<file path="config.mk">
export PLATFORM = sky130hd
export DESIGN_NAME = bram_fifo_ctrl
export DESIGN_NICKNAME = d
export VERILOG_FILES = /design/src/rtl/bram_fifo_ctrl.sv
export SDC_FILE = /design/constraint.sdc
export NUM_CORES = 1
export LEC_CHECK = 0
export CORE_MARGIN = 5
export CORE_UTILIZATION = 42
export DETAILED_ROUTE_END_ITERATION = 6
export GPL_TIMING_DRIVEN = 0
export PLACE_DENSITY = 0.75
export SLEW_MARGIN = 20
export SYNTH_ARGS = -nofsm -noshare
export SYNTH_HDL_FRONTEND = slang
export SYNTH_SLANG_ARGS = --single-unit
</file>
<file path="constraint.sdc">
create_clock -name clk -period 2.95 [get_ports clk]
set_input_delay 0.295 -clock clk [delete_from_list [all_inputs] [get_ports clk]]
set_output_delay 0.295 -clock clk [all_outputs]
set_load 0.05 [all_outputs]
</file>
<file path="src/rtl/bram_fifo_ctrl.sv">
// bram_fifo_ctrl: first-word-fall-through FIFO controller for a simple
// dual-port BRAM with one cycle of read latency. The controller owns every
// BRAM address and enable. The BRAM's registered read port is the FIFO
// output register, so out_data is wired straight from mem_rdata.
//
// Optional build macro BRAM_FIFO_LEVEL_EN adds two ports: `level` (total
// words held) and `almost_full` (level >= AF_THRESH).
module bram_fifo_ctrl #(
    parameter int BITS      = 11,
    parameter int WIDTH     = 8,
    parameter int AF_THRESH = (1 << BITS) - 16
) (
    input  logic             clk,
    input  logic             rst,
    input  logic             in_valid,
    output logic             in_ready,
    input  logic [WIDTH-1:0] in_data,
    output logic             out_valid,
    input  logic             out_ready,
    output logic [WIDTH-1:0] out_data,
    output logic             mem_wren,
    output logic [BITS-1:0]  mem_waddr,
    output logic [WIDTH-1:0] mem_wdata,
    output logic             mem_oen,
    output logic [BITS-1:0]  mem_raddr,
    input  logic [WIDTH-1:0] mem_rdata
`ifdef BRAM_FIFO_LEVEL_EN
    ,
    output logic [BITS+1:0]  level,
    output logic             almost_full
`endif
);

    // mem_count is one bit wider than the pointers so that "full" and
    // "empty" can be told apart without a separate flag.
    localparam logic [BITS:0] DEPTH = {1'b1, {BITS{1'b0}}};

    // A threshold above the total capacity (BRAM plus output register)
    // could never be reached, so it is rejected when the design is built.
    if (AF_THRESH > (1 << BITS) + 1) begin : g_bad_thresh
        $error("AF_THRESH exceeds FIFO capacity");
    end

    logic [BITS-1:0] wptr;
    logic [BITS-1:0] rptr;
    logic [BITS:0]   mem_count;
    logic            wr;
    logic            rd;

    // in_ready is decoded only from registers, so there is no
    // combinational path from out_ready to in_ready.
    assign in_ready = (mem_count != DEPTH);
    assign wr       = in_valid & in_ready;

    // Issue a read whenever the output register is empty or is being
    // drained this cycle. This keeps reads back to back with no bubble.
    assign rd       = (mem_count != '0) & (~out_valid | out_ready);

    assign mem_wren  = wr;
    assign mem_waddr = wptr;
    assign mem_wdata = in_data;
    assign mem_oen   = rd;
    assign mem_raddr = rptr;

    // The BRAM holds data_out while oen is low, so the head word stays
    // stable during a stall.
    assign out_data  = mem_rdata;

    // Pointer, occupancy and output-valid state. The pointers wrap
    // naturally at 2**BITS.
    always_ff @(posedge clk) begin
        if (rst) begin
            wptr      <= '0;
            rptr      <= '0;
            mem_count <= '0;
            out_valid <= 1'b0;
        end else begin
            wptr <= wptr + BITS'(wr);
            rptr <= rptr + BITS'(rd);
            case ({wr, rd})
                2'b10:   mem_count <= mem_count + 1'b1;
                2'b01:   mem_count <= mem_count - 1'b1;
                default: mem_count <= mem_count;
            endcase
            out_valid <= rd | (out_valid & ~out_ready);
        end
    end

`ifdef BRAM_FIFO_LEVEL_EN
    // Total occupancy counts the word held in the output register.
    assign level       = {1'b0, mem_count} + (BITS+2)'(out_valid);
    assign almost_full = (level >= (BITS+2)'(AF_THRESH));
`endif

endmodule

</file>
==> impl_metrics.toml <==
[detailed_routing]
drc_errors = 0
dr_wl_met3_um = 289
viasPerCell = 5.13
vias = 1886
routed.top_layer = "met4"
wire_per_inst_um = 13.4
ant_nets = 0
drt-met1-wl_um = 2230
drtIter0Drc = 83
wl_met2_um = 2350
drt_wl_total_um = 4950
first_pass_iters = 4

[setup_path]
rr_startpoint = "mem_count[4]"
cp_max_fo = 6
r2r_end = "mem_count[9]"
path_cells = "nor4_4, nand3_1, nor2_2, nor2b_4, ha_4, buf_6, ha_4, a21o_1, or4b_4, a211oi_2, a41o_1, a211o_1"
end_kind = "register"
r2r_setup_slack_ps = 80
startpoint_type = "register"
timing_worst_setup_path_type = "register to register"
setup.worst_path.start = "mem_count[4]"
cp_slowest_cell = "or4b_4"
reg2reg_depth = 12
cpMostUsedCell = "ha_4"
cp.arrival_ps = 3110
required_ps = 3190
cpPeakStageDelay_ps = 520

[final_layout]
diodes = 0
final_area_um2 = 2870
finalNetCount = 336
post-route-util_pct = 60.7
fill_cells = 410
syn2layout_area_growth_pct = 41.0
final_cell_mix = "clkdlybuf4s50_1, dfxtp_1, buf_4, nor2_1, nand2_1"
drive_above_1_share_pct = 19.6
final_common_cell = "clkdlybuf4s50_1"

[sta]
relSlewSlack_pct = 60.6
worst_pin_slew_ps = 590
hold_viol = 0
fmax_mhz = 348
setup_violations = 0
post-route-min-period_ps = 2870
min_period_over_period_pct = 97.3
rsz0062_at_grt = "true"
fin_skew_ps = 3.62
setup_tns_ps = 0
drv_slew = 0

[pwr]
comb_power_share_pct = 57.6
sw_frac_of_total_pct = 44.1
seq_power_share_pct = 27.4
p_per_area_nw_per_um2 = 805
vdd_drop_max_v = 0.000563
p_int_uw = 1290
p_total_uw = 2310
p_leak_uw = 0.00120
clockPowerShare_pct = 15.0
p_switching_uw = 1020

[floorplanning]
die_x_um = 79.6
start_util_pct = 43.1
dieArea_um2 = 6340
core_area_um2 = 4720
io_pins = 62
rows = 25
die_height_um = 79.6

[logic_synthesis]
yosys_warnings = 0
synth_top_cell_area_share_pct = 34.4
synth_area_leader_cell = "dfxtp_1"
ys_types = 40
avgSynthCellArea_um2 = 8.58
synth_cells = 237
synth_edf_count = 0
syn_area_um2 = 2030
synth_ff_type = "dfxtp_1"
seq_area_frac_synth_pct = 34.4
ys_top_cells_by_area = "dfxtp_1, ha_1, xor2_1"
ys_seq_elements = 35
syn-num-nets = 273
async_flop_share_pct = 0

[grt]
grt_max_degree = 16
grt_pass1_vias = 1719
antenna_found_initial = 0
grt_pass1_wl_um = 7710
grt_usage_pct = 15.3
grt_overflow_total = 0

[min_path]
hp-start = "mem_count[6]"
whs_endpoint = "mem_count[6]"
hold_path_depth = 2
worst_hold_path_type = "register to register"

[cts]
cts_made_buffers = 5
clock_path_buffers = 2
htreeDepth = 2
cts-root-buf = "clkbuf_8"
cts_num_sinks = 35
clkLatencyLatePin_ps = 290
cts_tree = "yes"
clkTransAtPathRegs_ps = 70
ctsHoldBuffers = 0

[placed_design]
place_area_um2 = 2620
port_buffers = 45
place_hpwl_um = 3540
gp_congestion = 0.878

[run]
maxCapViolations = 0

[outcome]
outcome = "complete, no violations"
==> synthesized netlist by cell type (5+ instances only) <==
master and n:
a21o_1 7, a21oi_1 11, and3_1 9, buf_4 16, clkbuf_1 6, dfxtp_1 35, ha_1 15, nand2_1 20
nand3_1 16, nand4_1 5, nor2_1 27, nor2b_1 6, xnor2_1 11, xor2_1 14
==> power groups by stage <==
| stage | sequential [uW] | combinational, uW | clock [uW] |
|---|---|---|---|
| finish | 633 | 1330 | 347 |
| global route | 644 | 1440 | 376 |
| CTS | 624 | 1140 | 352 |
| detailed placement | 636 | 1140 | 0 |
| global placement | 633 | 1110 | 0 |
| floorplan | 706 | 795 | 0 |
==> state kept, by name (all words and copies together), names as in the netlist <==
name       count
mem_count     12
mem_raddr     11
mem_waddr     11
out_valid      1
==> worst max-delay path, delay by kind of cell (launching register included) <==
| family | cells | cell delay, ps |
|---|---|---|
| buf+inv | 1 | 140 |
| flops | 1 | 360 |
| fa+ha+maj | 2 | 430 |
| compound gates | 4 | 620 |
| simple gates | 5 | 1260 |
==> timing repair <==
action / 4_1_cts / 5_1_grt
gates resized for setup: 0 / 20
setup endpoints to repair: 0 / 5
hold endpoints to repair: 0 / 0
setup buffers: 0 / 12
==> final cells by class <==
class	count	area [um^2]	area share, %
clock inverters	2	12.5	0.436
repair buffers	57	544	19.0
clock buffers	6	72.6	2.53
well taps	67	83.8	2.92
multi-input cells	175	1290	44.9
inverters	3	11.3	0.393
plain buffers	23	148	5.15
flip-flops and latches	35	708	24.7
==> layer usage <==
layer | vias up | track usage, %
met5 | - | 0
met4 | 0 | 5.50
met3 | 8 | 3.50
met2 | 48 | 26.0
met1 | 886 | 18.7
li1 | 944 | -
==> worst max-delay path by stage <==
stage | slack [ps] | cells after the start | endpoint
final | 80 | 12 | mem_count[9]
after floorplan | -110 | 10 | mem_count[9]
after global placement | 60 | 10 | mem_count[9]
after global routing | -50 | 12 | mem_count[9]
after detailed placement | 40 | 10 | mem_count[10]
after CTS | 30 | 11 | mem_count[10]
==> cells by family (layout without fill, tap and decap cells) <==
logic type,count (synthesis),count (layout),synth area share (%)
fa+ha+maj,16,16,10.2
xor+xnor,25,25,10.8
flops,35,35,34.4
simple gates,94,94,22.3
compound gates,38,38,12.9
mux,2,2,1.05
buf+inv,27,91,8.36
==> per-stage QoR <==
stage | std cells | setup slack [ps] | hold WS [ps]
6_report | 368 | 80.4 | 505
3_3_place_gp | 349 | 63.6 | 481
5_1_grt | 368 | -48.6 | 524
2_1_floorplan | 237 | -113 | 468
4_1_cts | 357 | 27.4 | 502
3_5_place_dp | 349 | 36.0 | 492
No activity file was read; power rests on OpenSTA's default activity.
==> patch 1 (same settings) <==
The parameter `WIDTH` goes from 8 to 6.
--- a/src/rtl/bram_fifo_ctrl.sv
+++ b/src/rtl/bram_fifo_ctrl.sv
@@ -7,7 +7,7 @@
 // words held) and `almost_full` (level >= AF_THRESH).
 module bram_fifo_ctrl #(
     parameter int BITS      = 11,
-    parameter int WIDTH     = 8,
+    parameter int WIDTH     = 6,
     parameter int AF_THRESH = (1 << BITS) - 16
 ) (
     input  logic             clk,
Ports: changed (resized in_data, mem_rdata, mem_wdata and out_data); port bits go from 62 to 54. No check against the original RTL was run, so the function may have changed too.
==> patch 1 against the original RTL <==
Final area is 1.4% lower. Worst setup slack better by 6.2 ps. Wire length is 1.3% higher. Non-clock buffer count is 14 lower. Sequential cell count stayed put. Core utilization is 0.45 points lower. Area after synthesis is 1.5% lower. Power is 5.0% higher. Critical endpoint is now mem_count[10]$_SDFFE_PP0P_. Largest cell class unchanged. Highest routed layer unchanged.
==> patch 1: results <==
export IMPL_diodes=0
export IMPL_buffers=66
export IMPL_cts_buffers=5
export IMPL_antenna_found_initial=0
export IMPL_placed_cell_area_um2=2530
export IMPL_fillCellCount=394
export IMPL_drive_gt1_share_pct=19.9
export IMPL_multi_input_area_share_pct=47.7
export IMPL_largest_reg_flops=12
export IMPL_htreeDepth=2
export IMPL_ys_async_sr_fraction_pct=0
export IMPL_synth_fp_nets=265
export IMPL_clock_buffers=5
export IMPL_vias=1849
export IMPL_gp_congestion=0.916
export IMPL_synth_top_cells_by_count="35 x dfxtp_1, 27 x nor2_1, 20 x nand2_1"
export IMPL_yosysSeqAreaShare_pct=35.0
export IMPL_nNetsFinal=318
export IMPL_instances_no_fill=341
export IMPL_cp_slowest_cell="dfxtp_2"
export IMPL_cp_required_ps=3160
export IMPL_wire_per_inst_um=14.7
export IMPL_inverters=3
export IMPL_grt_pass1_wl_um=7820
export IMPL_hp_class="reg -> reg"
export IMPL_clk_path_buf_depth=2
export IMPL_numSequentialCells=35
export IMPL_seq_share_pct=25.0
export IMPL_crit_path_max_fanout=8
export IMPL_grt_max_degree=16
export IMPL_max_stage_delay_ps=350
export IMPL_ys_types=40
export IMPL_track_usage_pct=15.7
export IMPL_cts_root_buf="clkbuf_8"
export IMPL_drt_first_iter_violations=82
export IMPL_avgSynthCellArea_um2=8.60
export IMPL_portBuffers=41
export IMPL_ir_worst_vdd_uv=665
export IMPL_post_place_ws_ps=-18.7
export IMPL_dp_final_hpwl_um=3530
export IMPL_layout_nonclk_buf_share_pct=20.6
export IMPL_clkCellAreaFrac_pct=3.98
export IMPL_regMostFlops="mem_count"
export IMPL_dp_cells=328
export IMPL_seq_area_um2=706
export IMPL_finalClockSkew_ps=4.07
export IMPL_synthTopCellsByArea="dfxtp_1 35%, ha_1 9.4%, xor2_1 6.1%, nor2_1 5.1%, xnor2_1 4.8%"
export IMPL_rows=25
export IMPL_firstDrtPassIters=4
export IMPL_leakagePower_nw=1.15
export IMPL_num_multi_input_gates=175
export IMPL_ys_warn_count=0
export IMPL_slew_headroom_pct=62.4
export IMPL_status="finished clean"
-- patch 1: cell families (layout without fill, tap and decap cells) --
family	after synthesis	in the layout	synth area share, %
buffers and inverters	23	77	6.99
muxes	2	2	1.06
DFF	35	35	35.0
xor gates and xnor gates	25	25	10.9
AOI/OAI and AO/OA	38	38	13.1
adders and majority gates	16	16	10.4
and+or+nand+nor	94	94	22.6
-- patch 1: path summary, 6_finish.rpt --
path / startpoint / slack [ps] / to / cells past startpoint
worst max-delay path: mem_count[4]$_SDFFE_PP0P_ / 90 / mem_count[10]$_SDFFE_PP0P_ / 13
worst min-delay path: mem_count[4]$_SDFFE_PP0P_ / 500 / mem_count[4]$_SDFFE_PP0P_ / 2
worst max register to register: mem_count[4]$_SDFFE_PP0P_ / 90 / mem_count[10]$_SDFFE_PP0P_ / 13
worst min register to register: mem_count[4]$_SDFFE_PP0P_ / 500 / mem_count[4]$_SDFFE_PP0P_ / 2
-- patch 1: routing by layer --
metal,part of all wire (%),vias to the layer above,GRT usage [%]
li1,-,915,-
met5,0,-,0
met3,6.2,13,3.97
met2,48,59,26.3
met4,1.8,0,7.22
met1,44,862,18.8
-- patch 1: power breakdown --
group          total (mW)  switching, mW  internal, mW
Sequential          0.644         0.0925         0.552
Clock               0.441          0.190         0.252
Combinational        1.34          0.765         0.574
-- patch 1: what timing repair did --
item	in CTS	in global routing
resized for setup	1	28
endpoints found under the setup margin	1	5
pin swaps	0	10
buffers inserted	0	5
-- patch 1: critical path, delay by kind of cell (launching register included) --
family,cells,cell delay (ps)
AND/OR/NAND/NOR,4,780
AO/OA/AOI/OAI,4,700
adder cells (fa/ha/maj),2,480
flip-flops,1,350
buffers and inverters,2,340
XOR/XNOR,1,120
==> patch 2 (same flow settings) <==
Without the edit above. Make the reset (`rst`) asynchronous in one clocked block.
--- a/src/rtl/bram_fifo_ctrl.sv
+++ b/src/rtl/bram_fifo_ctrl.sv
@@ -68,7 +68,7 @@
 
     // Pointer, occupancy and output-valid state. The pointers wrap
     // naturally at 2**BITS.
-    always_ff @(posedge clk) begin
+    always_ff @(posedge clk or posedge rst) begin
         if (rst) begin
             wptr      <= '0;
             rptr      <= '0;
Behaviour: differs if rst is asserted again (counterexample within 4 cycles, from zero or initial values and one cycle with rst high); with rst held inactive, the same outputs for 10 cycles.
==> patch 2 against the original RTL <==
Worst setup slack gained 63 ps. Power grew 14%. Count of clock-buffer cells in the layout shrank 1. Critical path depth shrank 1. Area after synthesis grew 2.9%. Non-clock buffer count shrank 16. Sequential power grew 39%. Sequential cell count is the same. Final area shrank 3.4%. Clock power shrank 5%. First-iteration DRC count shrank 76%. Wire length shrank 10%. Global-route usage shrank 0.86 points. Cell count shrank 12%. Largest power group unchanged.
==> patch 2: results <==
export IMPL_power_density_nw_per_um2=949
export IMPL_gp_congestion=0.854
export IMPL_vias_per_cell=5.02
export IMPL_grt_pass1_vias=1674
export IMPL_r2r_slack_ps=140
export IMPL_grt_pass1_wl_um=7350
export IMPL_crit_path_max_fanout=15
export IMPL_synth_fp_nets=240
export IMPL_grt_max_degree=36
export IMPL_drive_gt1_share_pct=17.8
export IMPL_cp_slowest_cell="dfrtp_2"
export IMPL_r2r_cells=11
export IMPL_nNetsFinal=293
export IMPL_leakagePower_nw=1.26
export IMPL_dp_cells=316
export IMPL_placed_cell_area_um2=2660
export IMPL_post_place_ws_ps=110
export IMPL_synthCells=204
export IMPL_r2r_end="mem_count[11]$_DFFE_PP0P_"
export IMPL_synth_top_cells_by_count="35 x dfrtp_1, 16 x buf_4, 16 x nand2_1"
export IMPL_ir_worst_vdd_uv=527
export IMPL_cp_arrival_ps=2970
export IMPL_max_stage_delay_ps=480
export IMPL_track_usage_pct=14.4
export IMPL_yosysSeqAreaShare_pct=41.8
export IMPL_routed_wl_um=4430
export IMPL_dp_final_hpwl_um=3500
export IMPL_synthTopCellsByArea="dfrtp_1 42%, ha_1 9.0%, xnor2_1 6.3%, buf_4 5.7%, xor2_1 3.8%"
export IMPL_instances_no_fill=325
export IMPL_fillCellCount=438
export IMPL_status="finished clean"
export IMPL_crit_family="compound AO/OA/AOI/OAI gates"
patch 2: cell type report:
class / instances / share of cell area (%)
Tap cell: 67 / 3.03
Clock inverter: 3 / 0.542
Buffer: 18 / 4.88
Multi-Input combinational cell: 144 / 39.9
Inverter: 7 / 0.949
Timing Repair Buffer: 46 / 16.5
Sequential cell: 35 / 31.7
Clock buffer: 5 / 2.49
patch 2: cell families after synthesis:
| kind of cell | count (synthesis) | share of synthesized area [%] |
|---|---|---|
| AO/OA/AOI/OAI | 42 | 15.3 |
| XOR/XNOR | 24 | 10.0 |
| adder cells (fa/ha/maj) | 16 | 9.92 |
| buffers and inverters | 25 | 7.71 |
| flip-flops | 35 | 41.8 |
| multiplexers | 1 | 0.538 |
| AND/OR/NAND/NOR | 61 | 14.6 |
patch 2: what timing repair did:
action                                 in CTS  in global routing
gates resized for setup                     0                  6
buffers inserted                            0                  1
endpoints found under the hold margin       0                  0
setup endpoints to repair                   0                  4
patch 2: metal layers:
layer	routed length, um	up-vias	track usage, %
met5	0	-	0
met2	2110	53	25.1
met4	72	0	5.57
li1	-	819	-
met1	1920	751	17.0
met3	331	7	3.48
patch 2: per-stage QoR:
step,hold WS [ps],TNS [ps]
after floorplan,391,-159
after global placement,460,0
after detailed placement,471,0
after CTS,462,0
after global routing,498,0
final,440,0
patch 2: where the power goes:
part	switching (mW)	internal, mW
registers	0.219	0.662
clock network	0.167	0.161
logic	0.847	0.571
patch 2: worst max-delay path by stage:
stage                             start                         to  slack [ps]  cells past startpoint
3_5_place_dp   mem_count[0]$_DFFE_PP0P_  mem_count[11]$_DFFE_PP0P_         110                     11
2_1_floorplan  mem_count[0]$_DFFE_PP0P_  mem_count[11]$_DFFE_PP0P_         -60                     10
6_report       mem_count[0]$_DFFE_PP0P_  mem_count[11]$_DFFE_PP0P_         140                     11
3_3_place_gp   mem_count[0]$_DFFE_PP0P_  mem_count[10]$_DFFE_PP0P_         140                     11
5_1_grt        mem_count[1]$_DFFE_PP0P_  mem_count[11]$_DFFE_PP0P_           5                     11
4_1_cts        mem_count[0]$_DFFE_PP0P_  mem_count[11]$_DFFE_PP0P_          80                     11
